==> config.mk <==
export PLATFORM = sky130hd
export DESIGN_NAME = hazard_scheduler
export DESIGN_NICKNAME = d
export VERILOG_FILES = /design/src/rtl/fewcore_pkg.sv /design/src/rtl/sat_counter.sv /design/src/rtl/hazard_scheduler.sv
export SDC_FILE = /design/constraint.sdc
export NUM_CORES = 1
export LEC_CHECK = 0
export CELL_PAD_IN_SITES_DETAIL_PLACEMENT = 0
export CELL_PAD_IN_SITES_GLOBAL_PLACEMENT = 1
export CORE_UTILIZATION = 30
export DETAILED_ROUTE_END_ITERATION = 8
export HOLD_SLACK_MARGIN = 0.08
export PLACE_DENSITY_LB_ADDON = 0.1
export SLEW_MARGIN = 30
export SYNTH_ARGS = -nofsm -noshare
export SYNTH_HDL_FRONTEND = slang
export SYNTH_SLANG_ARGS = --single-unit
==> constraint.sdc <==
create_clock -name clk -period 2.05 [get_ports clk]
set_input_delay 0.3075 -clock clk [delete_from_list [all_inputs] [get_ports clk]]
set_output_delay 0.3075 -clock clk [all_outputs]
set_load 0.005 [all_outputs]
==> src/rtl/fewcore_pkg.sv <==
// Shared types and constants for the fewcore pipeline control blocks.
package fewcore_pkg;

  localparam int RADDR_W = 5;

  localparam logic [1:0] FWD_RF = 2'b00;
  localparam logic [1:0] FWD_EX = 2'b01;
  localparam logic [1:0] FWD_WB = 2'b10;

  typedef enum logic {
    ST_RUN   = 1'b0,
    ST_FLUSH = 1'b1
  } sched_state_t;

  typedef struct packed {
    logic               valid;
    logic [RADDR_W-1:0] rd;
    logic               is_load;
  } slot_t;

endpackage

==> src/rtl/sat_counter.sv <==
// Up-counter that sticks at all-ones instead of wrapping.
module sat_counter #(
  parameter int CNT_W = 16
) (
  input  logic             clk,
  input  logic             reset,
  input  logic             inc,
  output logic [CNT_W-1:0] count
);

  always_ff @(posedge clk) begin
    if (reset) begin
      count <= '0;
    end else if (inc && (count != '1)) begin
      count <= count + CNT_W'(1);
    end
  end

endmodule

==> src/rtl/hazard_scheduler.sv <==
// Hazard controller for the fetch/decode -> execute -> write pipeline: forwarding
// selects, load-use stall, branch flush and saturating perf counters.
module hazard_scheduler #(
  parameter int RADDR_W      = fewcore_pkg::RADDR_W,
  parameter int NREG         = 32,
  parameter int FLUSH_CYCLES = 1,
  parameter int CNT_W        = 16
) (
  input  logic               clk,
  input  logic               reset,
  input  logic               id_valid,
  input  logic [RADDR_W-1:0] id_rs1,
  input  logic [RADDR_W-1:0] id_rs2,
  input  logic [RADDR_W-1:0] id_rd,
  input  logic               id_uses_rs1,
  input  logic               id_uses_rs2,
  input  logic               id_writes_rd,
  input  logic               id_is_load,
  input  logic               ex_branch_taken,
  output logic               issue,
  output logic               stall,
  output logic               flush,
  output logic [1:0]         fwd_rs1_sel,
  output logic [1:0]         fwd_rs2_sel,
  output logic [NREG-1:0]    busy_map,
  output logic [CNT_W-1:0]   stall_cnt,
  output logic [CNT_W-1:0]   flush_cnt
);
  import fewcore_pkg::*;

  localparam logic [1:0] FLUSH_RELOAD = 2'(FLUSH_CYCLES - 1);

  slot_t        ex_slot, wb_slot;
  sched_state_t state, state_next;
  logic [1:0]   flush_left, flush_left_next;

  logic rs1_ex_hit, rs1_wb_hit, rs2_ex_hit, rs2_wb_hit;
  logic load_use, flush_raw, stall_raw;

  // x0 never matches so a write to it can neither forward nor stall.
  assign rs1_ex_hit = id_uses_rs1 && ex_slot.valid && (ex_slot.rd == id_rs1) && (id_rs1 != '0);
  assign rs1_wb_hit = id_uses_rs1 && wb_slot.valid && (wb_slot.rd == id_rs1) && (id_rs1 != '0);
  assign rs2_ex_hit = id_uses_rs2 && ex_slot.valid && (ex_slot.rd == id_rs2) && (id_rs2 != '0);
  assign rs2_wb_hit = id_uses_rs2 && wb_slot.valid && (wb_slot.rd == id_rs2) && (id_rs2 != '0);

  always_ff @(posedge clk) begin
    if (reset) begin
      state      <= ST_RUN;
      flush_left <= '0;
      ex_slot    <= '0;
      wb_slot    <= '0;
    end else begin
      state      <= state_next;
      flush_left <= flush_left_next;
      wb_slot    <= ex_slot;
      ex_slot    <= issue ? '{valid: id_writes_rd && (id_rd != '0), rd: id_rd, is_load: id_is_load}
                          : '0;
    end
  end

  always_comb begin
    state_next      = state;
    flush_left_next = flush_left;
    fwd_rs1_sel     = FWD_RF;
    fwd_rs2_sel     = FWD_RF;

    case (state)
      ST_RUN: begin
        if (ex_branch_taken && (FLUSH_CYCLES > 1)) begin
          state_next      = ST_FLUSH;
          flush_left_next = FLUSH_RELOAD;
        end
      end
      ST_FLUSH: begin
        if (ex_branch_taken) begin
          flush_left_next = FLUSH_RELOAD;
        end else if (flush_left <= 2'd1) begin
          state_next      = ST_RUN;
          flush_left_next = '0;
        end else begin
          flush_left_next = flush_left - 2'd1;
        end
      end
      default: begin
        state_next      = ST_RUN;
        flush_left_next = '0;
      end
    endcase

    // A load in execute has no result yet, so only the write stage can forward.
    if (rs1_ex_hit && !ex_slot.is_load) fwd_rs1_sel = FWD_EX;
    else if (rs1_wb_hit)                fwd_rs1_sel = FWD_WB;
    if (rs2_ex_hit && !ex_slot.is_load) fwd_rs2_sel = FWD_EX;
    else if (rs2_wb_hit)                fwd_rs2_sel = FWD_WB;

    load_use  = id_valid && ex_slot.is_load && (rs1_ex_hit || rs2_ex_hit);
    flush_raw = ex_branch_taken || (state == ST_FLUSH);
    stall_raw = load_use && !flush_raw;

    flush = flush_raw && !reset;
    stall = stall_raw && !reset;
    issue = id_valid && !stall_raw && !flush_raw && !reset;
  end

  always_comb begin
    busy_map = '0;
    for (int i = 1; i < NREG; i++) begin
      busy_map[i] = (ex_slot.valid && (ex_slot.rd == RADDR_W'(i))) ||
                    (wb_slot.valid && (wb_slot.rd == RADDR_W'(i)));
    end
  end

  sat_counter #(.CNT_W(CNT_W)) u_stall_cnt (
    .clk   (clk),
    .reset (reset),
    .inc   (stall),
    .count (stall_cnt)
  );

  sat_counter #(.CNT_W(CNT_W)) u_flush_cnt (
    .clk   (clk),
    .reset (reset),
    .inc   (flush),
    .count (flush_cnt)
  );

endmodule

## After elaboration in Yosys (flattened, before gate mapping)

Index checks and enable logic that the tools add are counted.

| word-level totals | value |
|---|---|
| flip-flop bits (word level) | 48 |
| latch bits | 0 |
| bits in writable memories | 0 |
| bits in read-only memories | 0 |
| input bits | 23 |
| output and inout port bits | 71 |
| logic and storage cells | 220 |
| memories kept | 0 |

| cells by class | value |
|---|---|
| add/sub/neg operators | 3 |
| $mul | 0 |
| div/mod/pow operators | 0 |
| magnitude comparators | 1 |
| equal/unequal tests | 68 |
| shift-type cells | 0 |
| muxes and demuxes | 8 |
| bitwise logic cells | 2 |
| reductions and logical operators | 129 |

Operator list:

| kind | count |
|---|---|
| $eq 5x5->1 const B | 32 |
| $logic_and 1x1->1 | 87 |
| $eq 5x4->1 const B | 16 |
| $eq 5x3->1 const B | 8 |
| $logic_or 1x1->1 | 33 |
| $add 16x1->16 const B | 2 |
| $ne 16x16->1 const B | 2 |
| $eq 5x2->1 const B | 4 |
| $eq 5x5->1 | 4 |
| $reduce_bool 5->1 | 3 |
| $mux 2 | 6 |
| $eq 5x1->1 const B | 2 |
| $logic_not 1->1 | 4 |
| $reduce_or 2->1 | 2 |
| $le 2x1->1 const B | 1 |
| $mux 1 | 2 |
| $not 1->1 | 2 |
| $sub 2x1->2 const B | 1 |

## Longest topological paths before layout

| logic depth | value |
|---|---|
| depth after elaboration | 12 |
| mapped depth | 8 |
| depth with buffers taken out | 7 |

## By module

From an unflattened synthesis, not the netlist that was laid out.

| unflattened totals | value |
|---|---|
| cell total of the unflattened synthesis | 367 |
| area total of the unflattened synthesis | 2,952.8 um^2 |

Modules (own cells, without submodules):

| module | times used | cells each | area each (um^2) | sequential area each (um^2) |
|---|---|---|---|---|
| sat_counter | 2 | 99 | 848.3 | 320.3 |
| hazard_scheduler | 1 | 169 | 1,256.2 | 320.3 |

## Worst setup path before layout

No wires, ideal clock.

| timing path | value |
|---|---|
| path type | reg2reg |
| start point | register ex_slot[3] in the netlist's numbering |
| end point | register u_stall_cnt.count[6] |
| setup time | 121 ps |
| arrival | 2,087 ps |
| required time | 1,929 ps |
| path slack | -158 ps |
| stages on the path, launching flop included | 8 |
| buffers on the path | 1 |
| clock period less this slack | 2,208 ps |
| cell sequence | dfxtp_1 > buf_6 > xor2_1 > nor4_2 > nand4b_2 > a21oi_2 > or3b_1 > mux2_4 |

| on the way | value |
|---|---|
| word-level cells in the longest chain between the ends | 8 |
| elaborated cells between the ends (all ways) | 11 |
| classes of those cells | eq/ne: 2; reduce/logical: 9 |

RTL lines:

| element | RTL line | text |
|---|---|---|
| start: declaration | hazard_scheduler.sv:33 | `slot_t ex_slot, wb_slot;` |
| start signal: assignment | hazard_scheduler.sv:56 | `ex_slot <= issue ? '{valid: id_writes_rd && (id_rd != '0), rd: id_rd, is_load: id_is_load}` |
| $eq 5x5->1 (on tied branches) | hazard_scheduler.sv:41, hazard_scheduler.sv:43 |  |
| $logic_and 1x1->1 (on tied branches) (2 in series) | hazard_scheduler.sv:41, hazard_scheduler.sv:43 |  |
| $logic_or 1x1->1 * | hazard_scheduler.sv:96 | `load_use = id_valid && ex_slot.is_load && (rs1_ex_hit \|\| rs2_ex_hit);` |
| $logic_and 1x1->1 * | hazard_scheduler.sv:96 |  |
| $logic_and 1x1->1 * | hazard_scheduler.sv:98 | `stall_raw = load_use && !flush_raw;` |
| $logic_and 1x1->1 * | hazard_scheduler.sv:101 | `stall = stall_raw && !reset;` |
| $logic_and 1x1->1 * | sat_counter.sv:14 | `end else if (inc && (count != '1)) begin` |
| end signal: assignment | sat_counter.sv:15 | `count <= count + CNT_W'(1);` |
| end: declaration | sat_counter.sv:8 | `output logic [CNT_W-1:0] count` |

Every way passes the cells marked *; elsewhere a longest branch is shown, timed or not.
A chain may end at the register's enable or synchronous reset.

## Worst setup path after layout

| timing path | value |
|---|---|
| start point | register ex_slot[1] in the netlist's numbering |
| end point | output stall |

| on the way | value |
|---|---|
| word-level cells in the longest chain between the ends | 7 |
| elaborated cells between the ends (all ways) | 10 |
| classes of those cells | eq/ne: 2; reduce/logical: 8 |

RTL lines:

| element | RTL line | text |
|---|---|---|
| $eq 5x5->1 (on tied branches) | hazard_scheduler.sv:41, hazard_scheduler.sv:43 |  |
| $logic_and 1x1->1 (on tied branches) (2 in series) | hazard_scheduler.sv:41, hazard_scheduler.sv:43 |  |
| $logic_or 1x1->1 * | hazard_scheduler.sv:96 |  |
| $logic_and 1x1->1 * | hazard_scheduler.sv:96 |  |
| $logic_and 1x1->1 * | hazard_scheduler.sv:98 |  |
| $logic_and 1x1->1 * | hazard_scheduler.sv:101 |  |
| end: declaration | hazard_scheduler.sv:21 | `output logic stall,` |

Marked as above.

==> impl_metrics.json <==
{
  "cts_made_buffers": 5,
  "drive_gt1_frac": 0.3479,
  "cts_max_level": 2,
  "globalRouteTotalUtil": 0.1871,
  "synthSimpleGateAreaFrac": 0.3187,
  "synth_ff_type": "dfxtp_1",
  "synthTopCellsByArea": "dfxtp_1 (34%), xor2_1 (7.5%), o22ai_1 (6.9%)",
  "drtIter0Drc": 134,
  "clkTransAtPathRegs_ns": 0.09,
  "yosys.area_share.xor_xnor": 0.1192,
  "fillers": 824,
  "synth_cells": 343,
  "placedInstanceArea_mm2": 0.004134,
  "pwr-share-seq": 0.473,
  "wl_mm": 9.117,
  "end_kind": "primary output",
  "critPathKind": "register to primary output",
  "synth_cell_types": 50,
  "swShare": 0.2266,
  "vias": 3099,
  "synth_compound_area_frac": 0.1519,
  "violations": "design-rule violations, negative setup slack",
  "dr.pass1.iters": 6,
  "ys_ff_latch": 48,
  "crit_path_start_kind": "register",
  "power_mw": 2.017,
  "internal-power_mw": 1.560,
  "final_util": 0.5455,
  "pwr-share-comb": 0.117,
  "grt_max_degree": 24,
  "cts_tree": "built",
  "num_io_pins": 94,
  "wl_met3_um": 468,
  "finalCriticalPeriod_ns": 2.345,
  "seq_area_um2": 977.2,
  "die-area_mm2": 0.009694,
  "area_growth_pct": 72.93,
  "grt_setup_unrepaired": "yes",
  "synth_top_family_by_area": "simple AND/OR/NAND/NOR gates",
  "synth_common_cells": "dfxtp_1 (48), nor2_1 (37), o22ai_1 (31), xor2_1 (24), nand2_1 (20)",
  "netlist.area_leader.share": 0.3442,
  "gr-total-overflow": 0,
  "avgSynthCellArea_um2": 8.138,
  "top_layer": "met4",
  "initial_utilization": 0.3155,
  "fin_nets": 527,
  "dp.cells": 573,
  "grt_pass1_vias": 3085,
  "timing.final.ws_setup_ns": -0.2950,
  "synth_edf_count": 0,
  "synth-adder-area-share": 0.008965,
  "min_path_type": "register to register",
  "hold_violations": 0,
  "crit_fanout": 4,
  "yosysMostFrequentCell": "dfxtp_1",
  "io_buffers": 92,
  "tns_ns": -2.765,
  "synth_warnings": 0,
  "vdd_ir_drop_max_mv": 0.2592,
  "fp.dieW_um": 98.46,
  "place_ws_ns": -0.8904,
  "multi_input_area_mm2": 0.002017,
  "synthMuxAreaShare": 0.01300,
  "coreArea_mm2": 0.008848,
  "power.net_switching_uw": 457.1,
  "dr_wl_met2_mm": 4.256,
  "dieHeight_um": 98.46,
  "seq_area_frac_synth": 0.3442,
  "finalMaxSlewViolations": 0,
  "power_density_mw_per_mm2": 417.8,
  "antenna_found_initial": 0,
  "antenna_left": 0,
  "diodes": 0,
  "syn_nets": 368,
  "final_cells": 611,
  "fin_crit_sh": 1.144,
  "stdcell_area_mm2": 0.004827,
  "yosys.area.top_type": "dfxtp_1",
  "worst_clock_skew_ns": 0.01481,
  "drv_cap": 0,
  "clkPwrFrac": 0.410,
  "clockBufferDepth": 2,
  "async_flop_share": 0,
  "hold_ws_ns": 0.4851,
  "required_ns": 1.74,
  "num_rows": 34,
  "ff2ff_setup_slack_ns": -0.28,
  "setup_viol": 17,
  "status": "finished with violations",
  "hold_buffers": 0,
  "synth.cell_area_mm2": 0.002791,
  "clkLatencyLatePin_ns": 0.31,
  "fmax_mhz": 426.4,
  "hpwl_mm": 6.394,
  "grt_pass1_wl_mm": 14.67,
  "place_congestion": 0.7975,
  "wire_per_inst_um": 14.92,
  "met1_length_mm": 4.302,
  "via_per_inst": 5.072,
  "clockRootBuffer": "clkbuf_8",
  "cts_sinks": 48,
  "cp.arrival_ns": 2.04,
  "p_leak_nw": 2.004,
  "drc": 8
}
[critical path, cell delays in order (launching register included)]
cell      delay, ns
dfxtp_2        0.34
buf_6          0.12
xor2_2         0.15
nor4_4         0.33
nand4b_4       0.16
a21o_1         0.21
buf_6          0.12
buf_8          0.12
nor2_4         0.09
buf_2          0.11
[worst paths after layout]
path | to | depth (start not counted) | startpoint
worst max-delay path | stall | 9 | ex_slot[1]$_SDFF_PP0_
worst min-delay path | flush_left[0]$_SDFFE_PP0P_ | 2 | flush_left[1]$_SDFFE_PP0P_
worst max register to register | u_stall_cnt.count[9]$_SDFFE_PP0P_ | 10 | ex_slot[1]$_SDFF_PP0_
worst min register to register | flush_left[0]$_SDFFE_PP0P_ | 2 | flush_left[1]$_SDFFE_PP0P_
[routing by layer]
layer / track usage / up-vias
met5: 0 / -
met4: 0.05052 / 0
met3: 0.04326 / 10
met2: 0.3039 / 96
met1: 0.2498 / 1444
li1: - / 1549
[cell usage in the layout (no fill, tap or decap), types with 4 or more instances in the layout]
cell             count
nand3_2              4
dfxtp_1             39
nor4_1               5
dfxtp_2              7
or4_4                5
dlygate4sd2_1       27
xnor2_1             13
nand2b_1             9
buf_2                9
and4_1               4
nand3_1             15
and2_1               6
inv_1                6
buf_4               57
o22ai_2              5
o21ai_0              5
a21oi_2              9
and3_1               7
clkbuf_2             4
o22ai_1             26
clkdlybuf4s50_1     44
nand2_1             19
xor2_1              21
buf_6               23
nand4_1              8
nor2b_1              9
nor2_1              34
clkbuf_8             5
[what timing repair did]
item	4_1_cts	5_1_grt
setup buffers	24	8
pin swaps	37	21
cloned	1	0
setup endpoints to repair	58	39
resized for setup	146	50
[state kept, by name, indices dropped and copies added, names as in the netlist]
signal / cells
ex_slot: 7
flush_left: 2
state: 1
u_flush_cnt.count: 16
u_stall_cnt.count: 16
wb_slot: 6
[logic make-up (layout without fill, tap and decap cells)]
group	count (synthesis)	after routing
multiplexers	3	3
flip-flops	48	48
adder cells (fa/ha/maj)	2	2
other	1	1
AND/OR/NAND/NOR	159	159
buffers and inverters	26	186
XOR/XNOR	38	38
AO/OA/AOI/OAI	66	66
[power groups by stage]
stage / Sequential [mW] / Combinational [mW] / Clock (mW)
after floorplan: 0.971 / 0.0857 / 0
after global placement: 0.977 / 0.197 / 0
after detailed placement: 0.977 / 0.198 / 0
after CTS: 0.954 / 0.222 / 0.852
after global routing: 0.956 / 0.256 / 0.880
final: 0.954 / 0.235 / 0.828
[final cells by class]
cell class | count | area share
multi-input combinational | 269 | 0.4178
timing repair buffer | 172 | 0.3186
tap | 108 | 0.02799
clock inverter | 3 | 0.01426
sequential | 48 | 0.2024
inverter | 6 | 0.004666
clock buffer | 5 | 0.01426
Note: power is estimated with default switching activity, not from simulation.
